**config.mk**
```make
export PLATFORM = sky130hd
export DESIGN_NAME = settle_timer
export DESIGN_NICKNAME = d
export VERILOG_FILES = /design/src/rtl/settle_timer.sv
export SDC_FILE = /design/constraint.sdc
export NUM_CORES = 1
export LEC_CHECK = 0
export ABC_AREA = 0
export CAP_MARGIN = 25
export CORE_AREA = 2 2 39 41
export CTS_BUF_LIST = sky130_fd_sc_hd__clkbuf_8
export CTS_CLUSTER_SIZE = 30
export DETAILED_ROUTE_END_ITERATION = 8
export DIE_AREA = 0 0 41 43
export GPL_ROUTABILITY_DRIVEN = 0
export GPL_TIMING_DRIVEN = 0
export MAX_ROUTING_LAYER = met4
export PLACE_DENSITY_LB_ADDON = 0.3
export SLEW_MARGIN = 20
export SYNTH_ARGS = -nofsm -noshare
export SYNTH_HDL_FRONTEND = slang
export SYNTH_SLANG_ARGS = --single-unit
```
**constraint.sdc**
```tcl
create_clock -name clk -period 1.25 [get_ports clk]
set_input_delay 0.3125 -clock clk [delete_from_list [all_inputs] [get_ports clk]]
set_output_delay 0.3125 -clock clk [all_outputs]
set_load 0.01 [all_outputs]
```
**src/rtl/settle_timer.sv**
```systemverilog
// Loadable down-counter; zero flags the end of the settle window.
module settle_timer (
  input  logic       clk,
  input  logic       rst,
  input  logic       load,
  input  logic [3:0] load_val,
  output logic       zero
);

  logic [3:0] cnt;

  // Load has priority; otherwise count down and rest at zero
  always_ff @(posedge clk) begin
    if (rst)             cnt <= '0;
    else if (load)       cnt <= load_val;
    else if (cnt != '0)  cnt <= cnt - 4'd1;
  end

  assign zero = (cnt == '0);

endmodule

```
# After elaboration in Yosys (flattened, before gate mapping)
# Index checks and enable logic that the tools add are counted.
[word_totals]
ff_bits = 4
inputBits = 7
out_inout_bits = 1
elab_cells = 7
[op_classes]
addsub = 1
n_mux = 2
reduce_logical = 3
[op_table]
columns = ["cell", "count"]
rows = [
  ["two-way mux 4 bit", 2],
  ["logical NOT 4 bit", 1],
  ["nonzero test 4 bit", 1],
  ["subtractor 4 x 1 -> 4 bit (second input constant)", 1],
  ["nonzero test 2 bit", 1],
]

# Longest topological paths before layout
# Gate-level depths: netlist of run 1.
[depth]
depth_word = 3
ltp_mapped = 5
depth_no_buf = 5

# Least setup slack after synthesis of run 1
# No wires, ideal clock.
[synth_path]
path_type = "reg2reg"
startpoint = "register cnt[0]"
endpoint = "register cnt[1]"
setup_ns = 0.075
arrival_ns = 1.299
required_time_ns = 1.175
setup_slack_ns = -0.124
stages_incl_launch_ff = 6
n_path_buf = 0
synth_period_minus_slack_ns = 1.374
path_cell_list = "dfxtp_1 > inv_1 > ha_1 > nor3b_4 > mux2_2 > o22ai_1"
[synth_between]
elab_chain_len = 3
elab_cells_between_ends = 5
classes_between = "add/sub: 1; mux: 2; reduce/logical: 2"
[synth_rtl]
columns = ["element", "line_no", "rtl"]
rows = [
  ["start, declared", "10", "logic [3:0] cnt;"],
  ["start signal, assigned", "15", "else if (load) cnt <= load_val;"],
  ["start signal, assigned", "16", "else if (cnt != '0) cnt <= cnt - 4'd1;"],
  ["subtractor 4 x 1 -> 4 bit", "16", ""],
  ["two-way mux 4 bit", "16", ""],
  ["two-way mux 4 bit", "15", ""],
]
# Several ways; a longest one is shown, not always the timed one. The select of a mux whose other input is x is not followed.
# A chain may end at the register's enable or synchronous reset.

# Worst setup path in the final report of run 1
[layout_path]
startpoint = "register cnt[1]"
endpoint = "output zero"
[layout_between]
elab_chain_len = 1
[layout_rtl]
columns = ["element", "line_no", "rtl"]
rows = [
  ["logical NOT 4 bit", "19", "assign zero = (cnt == '0);"],
  ["end, declared", "7", "output logic zero"],
]
# No other way between the ends.

==> results.md, run 1 <==
* Status: finished, violations left
* Failing checks: setup timing
* Area of the multi-input gates at 170 um^2
* Crit path time final at 1390 ps
* Max FFs per register at 4
* RSZ-0062 raised after global routing: yes
* Crit-path slowest cell: dfxtp_2
* Worst EP arrival at 1080 ps
* GRT Total Usage at 9.47%
* Top Registers: cnt: 4 flops
* Startpoint types: flop
* Post-synthesis simple-gate area fraction at 34.4%
* Worst path top cell family by delay: flip-flops
* Layout cell share with drive strength beyond 1 at 55.0%
* Maxcap violations at 0
* Post-synthesis mux area share at 4.92%
* Maximum VDD drop at 662 uV
* Worst Path Required at 940 ps
* CTS Sinks at 4
* Initial DRC count at 6
* M1 WL at 268 um
* Worst-path clk slew at 30 ps
* Met2 WL at 268 um
* Worst-Margin Slew at 220 ps
* DR pass1 iterations at 4
* Max_slew headroom at 85.3%
* Slew Viols, Final at 0
* CTS buffer count at 3
* Worst path cell trace: inv_2 > ha_4 > nor3b_4 > buf_2
* Largest family of logic cells by synthesized area: simple AND/OR/NAND/NOR gates
* Clock buffer depth at 2
* Fmax at 0.720 GHz
* Post-DP HPWL at 395 um
* Total Nets Final at 50
* Register area at 82.6 um^2
* Largest net degree at the start of global routing at 7
* Synthesis-to-finish area growth at 89.1%
* Setup WS pre-CTS at -471 ps
* Metal3 WL at 79 um
* Overall power consumption at 644 uW
* Leakage at 0.000184 uW
* Worst-Skew Late Latency at 220 ps
* Period utilisation layout at 111%
* Hold Path Class: primary input to flop
* Top Layer Used: met3
* Total congestion overflow at 0
* Ant. Diodes at 0
* Post-synthesis cell count at 24
* Endpoints failing setup at 3
* Synth Area in XOR/XNOR at 7.65%
* Biggest register: cnt
* Pwr dens at 1490 mW/mm^2
* #FFs+latches synth at 4
* WS Path Type: flop to output pin
* Most frequent cells in the layout: buf_4 (6), clkdlybuf4s50_1 (4), nand2_1 (3), clkbuf_8 (3)
* Routed WL at 616 um
* CP endpoint kind: output pin
* Die X at 41 um
* Initial antenna violation count at 0
* Synth Area in Compound Gates at 9.29%
* Synth Cell Area at 229 um^2
* Syn. warnings at 0
* First-pass GRT wire length at 986 um
* Core area at 0.00138 mm^2
* Routed len/inst at 11.0 um
* Vias in the first global route at 241
* CP bufs+invs at 2
* Max Fanout on Critical Path at 2
* R2R setup slack at -110 ps
* Post-route DRC at 0
* Via-to-Cell Ratio at 4.21
* Most common cell after layout, fill and taps aside: buf_4
* Root buffer cell: clkbuf_8
* H-tree Lvls at 1
* Via count at 236
* Syn avg cell area at 9.54 um^2
* Syn_nets at 32
* # port buffers at 7
* Synth unique cells at 14
* Worst Clk Skew at 4.44 ps
* CTS tree: done
* Layout filler cell count at 138
* Register area share after synthesis at 35.0%
* Max incr delay on CP at 320 ps
* Adder-Cell Fraction of Synth Area at 5.46%
* Post-DRT Antenna Nets at 0
* # rows at 14
* Die area at 0.00176 mm^2
* Final worst slack at -139 ps
* Starting density of the core at 16.5%
* Die H at 43 um
* Hold Violations, Final at 0
* Top Ports at 8
==> routing by layer <==
layer / vias up / track usage (%)
met1: 109 / 10.6
met2: 11 / 11.6
met3: 0 / 9.95
met5: - / -
li1: 116 / -
met4: 0 / 2.00
==> final timing paths <==
kind                             start      to  cells after the start
worst max-delay path            cnt[1]    zero                      4
worst min-delay path               rst  cnt[3]                      2
worst max register to register  cnt[1]  cnt[1]                      6
worst min register to register  cnt[1]  cnt[1]                      3
==> power by group <==
part | internal, uW | switching, uW
Clock | 205 | 65.2
Combinational | 134 | 77.1
Sequential | 146 | 16.2
Total | 485 | 159
==> Yosys cell counts <==
cell type,instances,area [um^2]
dfxtp_1,4,80.1
ha_1,1,12.5
nor3b_4,1,18.8
o22ai_1,2,12.5
nor3_2,1,10.0
nor3_1,2,10.0
nand2_1,3,11.3
inv_1,2,7.51
xnor2_1,2,17.5
or2_2,1,6.26
o32ai_1,1,8.76
nor2b_1,2,12.5
and3b_2,1,10.0
mux2_2,1,11.3
==> per-stage QoR <==
stage / instance area, um^2 / util [%] / hold slack [ps] / setup TNS (ps) / cells
global route: 433 / 31.3 / 436 / -428 / 56
floorplan: 245 / - / 392 / -29.1 / 24
finish: 433 / 31.3 / 429 / -256 / 56
CTS: 395 / 28.6 / 585 / -264 / 53
global placement: 335 / 24.2 / 618 / -846 / 47
detailed placement: 335 / 24.2 / 623 / -961 / 47
==> final cells by class <==
class	instances	share of cell area [%]
Clock buffer	3	9.54
Inverter	2	1.73
Tap cell	16	4.62
Timing Repair Buffer	13	25.7
Multi-Input combinational cell	18	39.3
Sequential cell	4	19.1
==> logic make-up after synthesis <==
logic type / after synthesis
buf+inv: 2
compound gates: 3
mux: 1
xor+xnor: 2
fa+ha+maj: 1
simple gates: 11
flops: 4
==> repair_timing <==
item,CTS,global route
hold buffers,0,0
buffers inserted,3,3
setup endpoints to repair,3,4
pin swaps,1,2
resized for setup,7,3
hold endpoints to repair,0,0
No activity file was read; power rests on OpenSTA's default activity.
==> run 2: changes to the inputs <==
--- a/config.mk
+++ b/config.mk
@@ -6,7 +6,7 @@
 export NUM_CORES = 1
 export LEC_CHECK = 0
 export ABC_AREA = 0
-export CAP_MARGIN = 25
+export CAP_MARGIN = 20
 export CORE_AREA = 2 2 39 41
 export CTS_BUF_LIST = sky130_fd_sc_hd__clkbuf_8
 export CTS_CLUSTER_SIZE = 30
==> results of run 2 <==
Final layout, timing and power as in run 1 (identical DEF).
